`src/rtl/cpu_pkg.sv`:
```
// Shared front-end types: fetch FSM states, address type and default exception vector.
package cpu_pkg;

    typedef logic [31:0] addr_t;

    typedef enum logic [2:0] {
        ST_RUN,
        ST_MISS,
        ST_REPLAY,
        ST_EXC,
        ST_DRAIN
    } fetch_state_e;

    localparam addr_t EXC_VECTOR_DEFAULT = 32'h0000_0080;

endpackage

```
`src/rtl/fetch_refill_timer.sv`:
```
// Saturating up-counter timing the ITLB refill wait; terminal marks the last allowed wait cycle.
module fetch_refill_timer #(
    parameter int unsigned LIMIT = 64,
    localparam int unsigned W = $clog2(LIMIT + 1)
) (
    input  logic         clock,
    input  logic         rst,
    input  logic         clear,
    input  logic         load,
    input  logic [W-1:0] load_value,
    input  logic         en,
    output logic         terminal
);

    logic [W-1:0] count;

    always_ff @(posedge clock or negedge rst) begin
        if (!rst) begin
            count <= '0;
        end else if (clear) begin
            count <= '0;
        end else if (load) begin
            count <= load_value;
        end else if (en && (count != W'(LIMIT))) begin
            count <= count + W'(1);
        end
    end

    // High on the cycle whose increment brings the count to LIMIT.
    assign terminal = (count >= W'(LIMIT - 1));

endmodule

```
`src/rtl/fetch_ctrl.sv`:
```
// IF/ID and PC sequencing with the ITLB-miss refill handshake and fetch exceptions.
// Optional performance counters are built when FETCH_CTRL_PERF_EN is defined.
module fetch_ctrl
    import cpu_pkg::*;
#(
    parameter int unsigned REFILL_TIMEOUT = 64,
    parameter addr_t       EXC_VECTOR     = EXC_VECTOR_DEFAULT
) (
    input  logic        clock,
    input  logic        rst,
    input  logic        hazard_stall,
    input  logic        flush_ex,
    input  logic        jump_decode,
    input  logic        itlb_miss,
    input  logic        itlb_ready,
    input  logic [31:0] fetch_pc,
    input  logic        refill_ack,
    input  logic        refill_ok,
    output logic        refill_req,
    output logic [31:0] refill_vaddr,
    output logic        if_id_we,
    output logic        if_id_clear,
    output logic        pc_we,
    output logic        exc_valid,
    output logic [31:0] exc_addr,
    output logic [31:0] exc_redirect_pc
`ifdef FETCH_CTRL_PERF_EN
    ,
    output logic [31:0] perf_itlb_miss,
    output logic [31:0] perf_stall_cycles
`endif
);

    localparam int unsigned TW = $clog2(REFILL_TIMEOUT + 1);

    fetch_state_e state;
    logic         flush;
    logic         miss_take;
    logic         tmr_clear;
    logic         tmr_load;
    logic         tmr_en;
    logic         tmr_terminal;

    assign flush           = flush_ex | jump_decode;
    assign miss_take       = (state == ST_RUN) && !flush && itlb_miss && itlb_ready;
    assign exc_redirect_pc = EXC_VECTOR;

    assign tmr_load  = miss_take;
    assign tmr_en    = (state == ST_MISS);
    assign tmr_clear = (state == ST_REPLAY) || ((state == ST_MISS) && refill_ack && flush);

    fetch_refill_timer #(
        .LIMIT (REFILL_TIMEOUT)
    ) u_timer (
        .clock      (clock),
        .rst        (rst),
        .clear      (tmr_clear),
        .load       (tmr_load),
        .load_value ('0),
        .en         (tmr_en),
        .terminal   (tmr_terminal)
    );

    always_ff @(posedge clock or negedge rst) begin
        if (!rst) begin
            state        <= ST_RUN;
            refill_req   <= 1'b0;
            refill_vaddr <= '0;
            exc_valid    <= 1'b0;
            exc_addr     <= '0;
        end else begin
            case (state)
                ST_RUN: begin
                    if (miss_take) begin
                        state        <= ST_MISS;
                        refill_req   <= 1'b1;
                        refill_vaddr <= fetch_pc;
                    end
                end
                ST_MISS: begin
                    if (refill_ack) begin
                        refill_req <= 1'b0;
                        if (flush) begin
                            state <= ST_RUN;
                        end else if (refill_ok) begin
                            state <= ST_REPLAY;
                        end else begin
                            state     <= ST_EXC;
                            exc_valid <= 1'b1;
                            exc_addr  <= refill_vaddr;
                        end
                    end else if (flush) begin
                        state <= ST_DRAIN;
                    end else if (tmr_terminal) begin
                        // Timeout leaves refill_req up; the late ack is absorbed in DRAIN.
                        state     <= ST_EXC;
                        exc_valid <= 1'b1;
                        exc_addr  <= refill_vaddr;
                    end
                end
                ST_REPLAY: begin
                    state <= ST_RUN;
                end
                ST_EXC: begin
                    exc_valid <= 1'b0;
                    if (refill_req && !refill_ack) begin
                        state <= ST_DRAIN;
                    end else begin
                        refill_req <= 1'b0;
                        state      <= ST_RUN;
                    end
                end
                ST_DRAIN: begin
                    if (refill_ack) begin
                        refill_req <= 1'b0;
                        state      <= ST_RUN;
                    end
                end
                default: begin
                    state <= ST_RUN;
                end
            endcase
        end
    end

    always_comb begin
        if_id_we    = 1'b0;
        if_id_clear = 1'b1;
        pc_we       = 1'b0;
        case (state)
            ST_RUN: begin
                if (flush) begin
                    pc_we = 1'b1;
                end else if (!(itlb_miss && itlb_ready)) begin
                    if_id_we    = !hazard_stall;
                    pc_we       = !hazard_stall;
                    if_id_clear = 1'b0;
                end
            end
            ST_EXC: begin
                pc_we = 1'b1;
            end
            default: begin
                pc_we = 1'b0;
            end
        endcase
    end

`ifdef FETCH_CTRL_PERF_EN
    always_ff @(posedge clock or negedge rst) begin
        if (!rst) begin
            perf_itlb_miss    <= '0;
            perf_stall_cycles <= '0;
        end else begin
            if (miss_take && (perf_itlb_miss != '1)) begin
                perf_itlb_miss <= perf_itlb_miss + 32'd1;
            end
            if (!pc_we && (perf_stall_cycles != '1)) begin
                perf_stall_cycles <= perf_stall_cycles + 32'd1;
            end
        end
    end
`endif

    logic unused_tw;
    assign unused_tw = ^TW;

endmodule
```
`config.mk`:
```
export PLATFORM = sky130hd
export DESIGN_NAME = fetch_ctrl
export DESIGN_NICKNAME = d
export VERILOG_FILES = /design/src/rtl/cpu_pkg.sv /design/src/rtl/fetch_refill_timer.sv /design/src/rtl/fetch_ctrl.sv
export SDC_FILE = /design/constraint.sdc
export NUM_CORES = 1
export LEC_CHECK = 0
export CORE_AREA = 2 2 99 101
export CTS_BUF_LIST = sky130_fd_sc_hd__clkbuf_16
export CTS_CLUSTER_SIZE = 25
export DETAILED_ROUTE_END_ITERATION = 10
export DIE_AREA = 0 0 101 103
export GPL_TIMING_DRIVEN = 0
export PLACE_DENSITY = 0.71
export SLEW_MARGIN = 20
export SYNTH_ARGS = -nofsm -noshare
export SYNTH_HDL_FRONTEND = slang
export SYNTH_SLANG_ARGS = --single-unit
```
`constraint.sdc`:
```
create_clock -name clock -period 2.85 [get_ports clock]
set_input_delay 0.7125 -clock clock [delete_from_list [all_inputs] [get_ports clock]]
set_output_delay 0.7125 -clock clock [all_outputs]
set_load 0.1 [all_outputs]
```
==> flow_summary.toml <==
[outcome]
outcome = "finished, final reports clean"

[floorplan]
core_um2 = 9460
dieWidth_um = 101
die_h_um = 103
die-area_um2 = 10400
pin_count = 142
start_util_pct = 37.0
row_count = 36

[clock_tree]
clockBufferDepth = 2
clk_latency_ns = 0.32
cts_hold_buf = 0
cts_made_buffers = 9
cts_root_buffer = "clkbuf_16"
cts_resized = 17
cts.htree.levels = 3
cts_setup_buffers = 0
cts_tree = "built"
cts_sinks = 76
clk_pin_slew_worst_paths_ns = 0.06

[synthesis]
synth_edf_count = 0
ys_seq_elements = 76
seq_area_frac_synth_pct = 54.3
syn-cell-area_um2 = 3500
synth_top_flop_cell = "dfrtp_1"
syn-mean-instance-area_um2 = 14.1
yosysUniqueCellTypes = 37
synthCells = 248
async_flop_share_pct = 100
yosysWarnings = 0

[timing]
setup_viol = 0
final.setup.tns_ns = 0
drv_slew = 0
min_period_over_period_pct = 98.8
rsz0062_at_grt = "yes"
slew_headroom_pct = 33.3
max_slew.worst_pin.slew_ns = 0.998
skew_ns = 0.00511
hold_viol = 0
max_freq_ghz = 0.355
period_needed_ns = 2.82

[worst_setup_path]
arrival_ns = 2.10
worst_setup_path_start_kind = "input pin"
cp-end-kind = "output pin"
required_ns = 2.14
cp_max_fo = 3
crit_type = "input pin to output pin"

[placement]
numPortBuffers = 109
hpwl_um = 5250
dpl_cell_area_um2 = 4880
gp_congestion = 0.816

[hold_path]
min_path_type = "input pin to async pin"

[route]
final_antenna_net_count = 0
drt-wirelength-per-cell_um = 14.3
totalWireLength_um = 7390
drc = 0
via_count = 2344
firstDrtPassIters = 4
vias_per_cell = 4.53
drtIter0Drc = 47

[finish]
nFillCells = 839
multi_input_area_um2 = 1380
nets = 442
area_delta_synth_final_pct = 47.9
seqCellArea_um2 = 1900
antenna_cells = 0
final_cell_area_um2 = 5180
drive_gt1_share_pct = 33.4

[global_routing]
grt_max_degree = 45
grt_pass1_vias = 2267
grt_overflow = 0
gr-usage-all-layers_pct = 14.1
grt_pass1_wl_um = 11300
antenna_found_initial = 0

[pwr]
max-vdd-ir-drop_mv = 0.556
leakage_nw = 2.46
power_mw = 4.98
p_per_area_nw_per_um2 = 963

[run]
cap_violations = 0
cells by family (layout without fill, tap and decap cells):
kind of cell / after synthesis / after routing / synth area share (%)
adder cells (fa/ha/maj): 2 / 2 / 0.715
buffers and inverters: 44 / 170 / 9.87
AO/OA/AOI/OAI: 16 / 16 / 2.79
AND/OR/NAND/NOR: 38 / 38 / 6.83
XOR/XNOR: 5 / 5 / 1.25
flip-flops: 76 / 76 / 54.3
multiplexers: 65 / 65 / 24.0
other: 2 / 32 / 0.215
placed cells by master, fill, tap and decap left out, types with 2 or more instances in the layout:
cell               n
a21oi_1            6
and3_2             2
buf_4             33
buf_6              9
clkbuf_16          9
clkdlybuf4s50_1  105
clkinv_4           2
clkinvlp_4         2
conb_1            32
dfrtp_1           76
ha_1               2
inv_1              4
mux2_2            35
mux2_4            29
nand2_1            5
nand4_1            4
nor2_1            12
nor2_2             2
o21ai_0            3
xnor2_1            2
xor2_1             3
final timing paths:
kind | from | end | slack (ns) | cells after the start
min in group clock | exc_addr[0] | exc_addr[0] | 0.51 | 1
setup / recovery | jump_decode | pc_we | 0.03 | 5
max in group asynchronous | rst | exc_addr[10] | 1.95 | 2
setup reg to reg | u_timer.count[1] | exc_addr[26] | 0.91 | 6
hold reg to reg | exc_addr[0] | exc_addr[0] | 0.51 | 1
hold / removal | rst | state[1] | 0.33 | 1
registers in the layout, summed over array words and instances (netlist names):
register,cells
state,3
exc_valid,1
u_timer.count,7
refill_vaddr,32
exc_addr,32
refill_req,1
Yosys cell counts, types with 2 or more instances:
master	instances	area, um^2
a21oi_1	7	35.0
and3_2	2	15.0
buf_4	32	240
buf_6	8	90.1
conb_1	2	7.51
dfrtp_1	76	1900
ha_1	2	25.0
inv_1	4	15.0
mux2_2	35	394
mux2_4	29	435
nand2_1	5	18.8
nand4_1	4	25.0
nor2_1	13	48.8
o21ai_0	3	15.0
xnor2_1	2	17.5
xor2_1	3	26.3
stage by stage:
stage               hold slack [ns]  instances  util, %  setup slack, ns
floorplan                     0.417        278        -           -0.215
global placement              0.489        501     51.3            -1.65
detailed placement            0.492        502     51.6           -0.898
CTS                           0.337        518     54.7           0.0293
global route                  0.361        518     54.7         -0.00518
finish                        0.325        518     54.7           0.0331
metal layers:
layer	global-route usage, %	vias to the layer above	part of all wire [%]
met5	0	-	0
met4	5.51	0	1.7
met3	5.83	9	9.4
met2	22.3	97	47
met1	17.4	1140	42
li1	-	1098	-
power by group:
part / leakage (nW) / internal (mW) / total (mW) / switching, mW
Combinational: 1.34 / 0.597 / 2.41 / 1.82
Sequential: 0.978 / 1.28 / 1.44 / 0.156
Clock: 0.140 / 0.681 / 1.13 / 0.452
layout make-up:
cell class | instances | share of cell area [%]
plain buffers | 40 | 6.38
clock buffers | 9 | 4.35
clock inverters | 7 | 1.45
inverters | 4 | 0.290
multi-input cells | 158 | 26.6
flip-flops and latches | 76 | 36.7
well taps | 114 | 2.76
repair buffers | 110 | 21.4
worst max-delay path: stages:
cell and delay (ns):
clkdlybuf4s50_1 0.46, or2_2 0.34, o21ai_0 0.23, a21oi_2 0.07
clkbuf_4 0.29
(Power assumes the default switching activity.)
==> RTL change 1: new RTL, config.mk and constraints unchanged <==
Encoding of `fetch_state_e`: now one-hot (5 bits for 5 states).
--- a/src/rtl/cpu_pkg.sv
+++ b/src/rtl/cpu_pkg.sv
@@ -3,12 +3,12 @@
 
     typedef logic [31:0] addr_t;
 
-    typedef enum logic [2:0] {
-        ST_RUN,
-        ST_MISS,
-        ST_REPLAY,
-        ST_EXC,
-        ST_DRAIN
+    typedef enum logic [4:0] {
+        ST_RUN    = 5'b00001,
+        ST_MISS   = 5'b00010,
+        ST_REPLAY = 5'b00100,
+        ST_EXC    = 5'b01000,
+        ST_DRAIN  = 5'b10000
     } fetch_state_e;
 
     localparam addr_t EXC_VECTOR_DEFAULT = 32'h0000_0080;
Check against the original RTL: no difference found for any inputs over 4 cycles, from zero or initial values and one cycle with rst low; so few cycles prove little.
==> RTL change 1 against the unedited design <==
  * Routed wire length grew 1.8%
  * Sequential cell count is 2 higher
  * Cell area is 1.1% lower
  * Worst setup slack improved by 0.074 ns
  * Maximum frequency increased by 2.7%
  * Total power is 21% lower
  * First-iteration DRC count is 60% higher
  * Largest cell class unchanged
  * Sequential share of layout area is 1.4 points higher
  * Register-to-register slack lost 0.23 ns
  * Die area unchanged
  * Area after synthesis shrank 0.79%
==> RTL change 1: results (changes against the unedited design) <==
metric,value,unit,change
status,"complete, no violations",,unchanged
Vias,2451,,was 2344
Pwr Density,771.1,nW/um^2,was 963.0 nW/um^2
"Seq/Total Area, Yosys",56.25,%,was 54.34%
Psw,1.762,mW,was 2.424 mW
library cells used by synthesis,43,,was 37
Power Clock,1.05,mW,was 1.13 mW
Antenna Cells,0,,unchanged
cells on worst reg2reg path,6,,unchanged
asr flop ratio synth,100.0,%,unchanged
VDD IR-drop max,0.4811,mV,was 0.5557 mV
routability cong.,0.8417,,was 0.8158
largest net degree at the start of global routing,46,,was 45
Starting DRT DRC Count,75,,was 47
Seq area share,38.16,%,was 36.74%
number of synthesized register bits,78,,was 76
# fillers,842,,was 839
TritonCTS Buffers,9,,unchanged
Non-clock buffer share,27.04,%,was 27.82%
Non-clk bufs,148,,was 150
synthesized area per cell,13.41,sq um,was 14.11 sq um
Via density,4.633,,was 4.525
r2r setup slk,0.68,ns,was 0.91 ns
Leak,2.385,nW,was 2.455 nW
reg2reg end,exc_addr[6],,was exc_addr[26]
Multi-input comb cells,167,,was 158
sequential group share of total power,33.3,%,was 28.9%
Slew @ Worst Pin,1.012,ns,was 0.9976 ns
DPL Wire Length,5527,um,was 5252 um
Tot GR Track Use,15.40,%,was 14.13%
clk tree area frac,5.402,%,was 5.801%
Final nets,453,,was 442
inverter count,6,,was 4
first-pass GRT wire length,12360,um,was 11280 um
critical path arrival,2.03,ns,was 2.10 ns
dpl cells,513,,was 502
Wirelength per Cell,14.21,um,was 14.26 um
synth top area cells,"dfrtp_1 55%, mux2_2 15%, buf_4 6.9%, mux2_1 5.8%, a21oi_1 0.86%",,"was dfrtp_1 54%, mux2_4 12%, mux2_2 11%, buf_4 6.9%, buf_6 2.6%"
Multi-input gate area,1335,sq um,was 1376 sq um
worst clock skew,0.007049,ns,was 0.005109 ns
share of layout cells above drive strength 1,27.47,%,was 33.42%
top post-synthesis cells by count,"77 x dfrtp_1, 46 x mux2_2, 32 x buf_4",,"was 76 x dfrtp_1, 35 x mux2_2, 32 x buf_4"
r2r startpoint,state[2],,was u_timer.count[1]
largest stage delay on the critical path,0.48,ns,was 0.46 ns
[RTL change 1: cell count changes in the layout (fill, tap and decap cells not counted), sizes merged, moves of 2 or more]
cell      unedited run  this run
or4                  1         3
nor3                 0         4
and2                 1         3
inv                  5         7
clkinvlp             2         4
nand3                0         5
buf                 44        42
nor2                14         7
nor3b                2         0
[RTL change 1: cells by family after synthesis]
logic type / share of synthesized area [%]
AO/OA/AOI/OAI: 3.352
buffers and inverters: 8.901
flip-flops: 56.25
AND/OR/NAND/NOR: 8.540
XOR/XNOR: 1.261
adder cells (fa/ha/maj): 0.7206
other: 0.2163
multiplexers: 20.76
[RTL change 1: worst max path at each step]
stage                              end  slack, ns  depth (start not counted)
after floorplan               if_id_we       0.24                          2
after global placement    exc_addr[27]      -1.64                          1
after detailed placement      if_id_we      -0.75                          4
after CTS                     if_id_we       0.08                          4
after global routing          if_id_we      0.007                          4
final                         if_id_we       0.11                          4
[RTL change 1: per-stage QoR]
| stage | hold slack (ns) | area, sq um | worst slack, ns |
|---|---|---|---|
| after floorplan | 0.4169 | 3588 | 0.2440 |
| after global placement | 0.4657 | 4822 | -1.640 |
| after detailed placement | 0.4737 | 4840 | -0.7531 |
| after CTS | 0.3971 | 5106 | 0.07758 |
| after global routing | 0.4218 | 5119 | 0.006692 |
| final | 0.3743 | 5119 | 0.1071 |
[RTL change 1: per-layer routing]
| layer | vias up | track usage (%) | share of wire (%) |
|---|---|---|---|
| met3 | 6 | 8.814 | 13 |
| met4 | 0 | 4.574 | 0.74 |
| met2 | 111 | 23.38 | 46 |
| met5 | - | 0 | 0 |
| met1 | 1189 | 18.76 | 41 |
| li1 | 1145 | - | - |
[RTL change 1: what timing repair did]
item / CTS / global route
buffers inserted: 0 / 0
resized for setup: 17 / 2
endpoints found under the setup margin: 3 / 2
pin swaps: 0 / 0
==> RTL change 2: new RTL, config.mk and constraints unchanged <==
Without the edit above. The parameter `REFILL_TIMEOUT` goes from 64 to 128.
--- a/src/rtl/fetch_ctrl.sv
+++ b/src/rtl/fetch_ctrl.sv
@@ -3,7 +3,7 @@
 module fetch_ctrl
     import cpu_pkg::*;
 #(
-    parameter int unsigned REFILL_TIMEOUT = 64,
+    parameter int unsigned REFILL_TIMEOUT = 128,
     parameter addr_t       EXC_VECTOR     = EXC_VECTOR_DEFAULT
 ) (
     input  logic        clock,
Formal check against the unedited RTL: same outputs for any inputs over 4 cycles, from zero or initial values and one cycle with rst low; that may be too few to reach the edited logic, so the function may still have changed.
==> RTL change 2 against the unedited design <==
  * Synthesized cell count rose by 3.2%
  * Largest cell class unchanged
  * Register-to-register slack improved by 0.07 ns
  * Core utilization rose by 2.1 points
  * Count of clock-buffer cells in the layout is the same
  * Area after synthesis grew 4.8%
  * Total power grew 5.5%
  * Critical endpoint unchanged
  * Sequential cell count up 1
  * Clock skew grew 0.00063 ns
  * Hold slack improved by 0.022 ns
  * Routed wire length shrank 1.8%
  * Critical path type unchanged
  * Worst setup slack gained 0.047 ns
  * Clock power rose by 16%
  * Cell area up 3.8%
==> RTL change 2: results (changes against the unedited design) <==
metric,value,unit,change
Cells after Synth,256,,was 248
TritonCTS Buffers,9,,unchanged
first-pass GRT wire length,11740,um,was 11280 um
drt drc,0,,unchanged
cells on worst reg2reg path,5,,was 6
"non-filler cells, final",526,,was 518
CP top delay family,buffers and inverters,,unchanged
largest net degree at the start of global routing,42,,was 45
synth top area cells,"dfrtp_1 53%, mux2_4 24%, buf_4 6.8%, buf_6 2.1%, mux2_1 1.8%",,"was dfrtp_1 54%, mux2_4 12%, mux2_2 11%, buf_4 6.9%, buf_6 2.6%"
Longest Clk Path Bufs,2,,unchanged
# fillers,815,,was 839
DPL Wire Length,5287,um,was 5252 um
Top Registers,"exc_addr: 32 flops, refill_vaddr: 32 flops, u_timer.count: 8 flops",,"was exc_addr: 32 flops, refill_vaddr: 32 flops, u_timer.count: 7 flops"
Max H-tree Level,3,,unchanged
Tot GR Track Use,14.59,%,was 14.13%
Synth Flop Type,dfrtp_1,,unchanged
Post-CTS Setup Inserts,0,,unchanged
WL final,7253,um,was 7386 um
Antenna Cells,0,,unchanged
PortBufs,109,,unchanged
routability cong.,0.7784,,was 0.8158
dpl cells,510,,was 502
placed inst area,5035,sq um,was 4880 sq um
critical path arrival,2.06,ns,was 2.10 ns
Worst Hold Class,in -> async,,unchanged
iteration count of the initial detailed-routing pass,4,,unchanged
Max Fanout on Critical Path,4,,was 3
r2r setup slk,0.98,ns,was 0.91 ns
Leak,2.675,nW,was 2.455 nW
Final nets,450,,was 442
initial antenna violation count,0,,unchanged
share of layout cells above drive strength 1,31.07,%,was 33.42%
status,"complete, no violations",,unchanged
worst clock skew,0.005735,ns,was 0.005109 ns
asr flop ratio synth,100.0,%,unchanged
Worst-Skew Late Latency,0.32,ns,about the same
Ys Warns,0,,unchanged
CP max-delay cell,clkdlybuf4s50_1,,unchanged
Worst-path clk slew,0.06,ns,about the same
"Seq/Total Area, Yosys",52.54,%,was 54.34%
largest stage delay on the critical path,0.46,ns,about the same
top post-synthesis cells by count,"77 x dfrtp_1, 58 x mux2_4, 33 x buf_4",,"was 76 x dfrtp_1, 35 x mux2_2, 32 x buf_4"
library cells used by synthesis,39,,was 37
vias in the first global route,2302,,was 2267
root buffer cell,clkbuf_16,,unchanged
Slew @ Worst Pin,1.019,ns,was 0.9976 ns
Starting DRT DRC Count,51,,was 47
Via density,4.413,,was 4.525
VDD IR-drop max,0.5890,mV,was 0.5557 mV
==> RTL change 2: cell families (layout without fill, tap and decap cells) <==
family,after synthesis,after routing,share of synthesized area (%)
AND/OR/NAND/NOR,42,42,7.131
multiplexers,65,65,25.86
flip-flops,77,77,52.54
AO/OA/AOI/OAI,16,16,2.593
XOR/XNOR,6,6,1.433
buffers and inverters,46,172,9.553
other,2,32,0.2048
adder cells (fa/ha/maj),2,2,0.6823
==> RTL change 2: path summary, 6_finish.rpt <==
path / start / endpoint
max in group asynchronous: rst / u_timer.count[2]
max reg2reg: state[2] / exc_addr[18]
min in group clock: exc_addr[1] / exc_addr[1]
min reg2reg: exc_addr[1] / exc_addr[1]
max: itlb_miss / pc_we
min: rst / refill_vaddr[17]
==> RTL change 2: area by class of cell <==
class	instances	area [sq um]	share of cell area (%)
Tap cell	114	142.6	2.654
Sequential cell	77	1927	35.86
Buffer	41	331.6	6.170
Clock inverter	7	122.6	2.282
Clock buffer	9	225.2	4.191
Multi-Input combinational cell	163	1506	28.03
Inverter	5	18.77	0.3492
Timing Repair Buffer	110	1100	20.47
==> RTL change 2: where the power goes <==
| group | switching [mW] | total [mW] | internal, mW | leakage, nW |
|---|---|---|---|---|
| Combinational | 1.83 | 2.49 | 0.658 | 1.52 |
| Sequential | 0.159 | 1.46 | 1.30 | 0.992 |
| Clock | 0.446 | 1.31 | 0.859 | 0.162 |
==> RTL change 2: through the flow <==
step | setup WS, ns | setup TNS [ns] | hold slack (ns)
after global placement | -1.627 | -127.07 | 0.4742
after detailed placement | -0.7882 | -1.976 | 0.4838
after floorplan | 0.1945 | 0 | 0.4169
after global routing | 0.001664 | 0 | 0.3795
final | 0.07968 | 0 | 0.3471
after CTS | 0.03695 | 0 | 0.3580
==> RTL change 2: worst register-to-register path, cell delays in order (launching register included) <==
cell     delay [ns]
dfrtp_1        0.35
buf_2          0.18
nor3b_2        0.31
nand4_2        0.32
buf_6          0.28
mux2_4         0.31
==> RTL change 2: per-layer routing <==
metal  share of wire [%]  global-route usage (%)
met5                   0                       0
met4                 1.2                   4.366
met3                 6.2                   4.881
met2                  47                   22.62
met1                  46                   19.54
==> RTL change 2: repair_timing <==
action | 4_1_cts | 5_1_grt
gates resized for setup | 16 | 1
setup endpoints to repair | 3 | 1
endpoints found under the hold margin | 0 | 0
gates cloned | 0 | 0
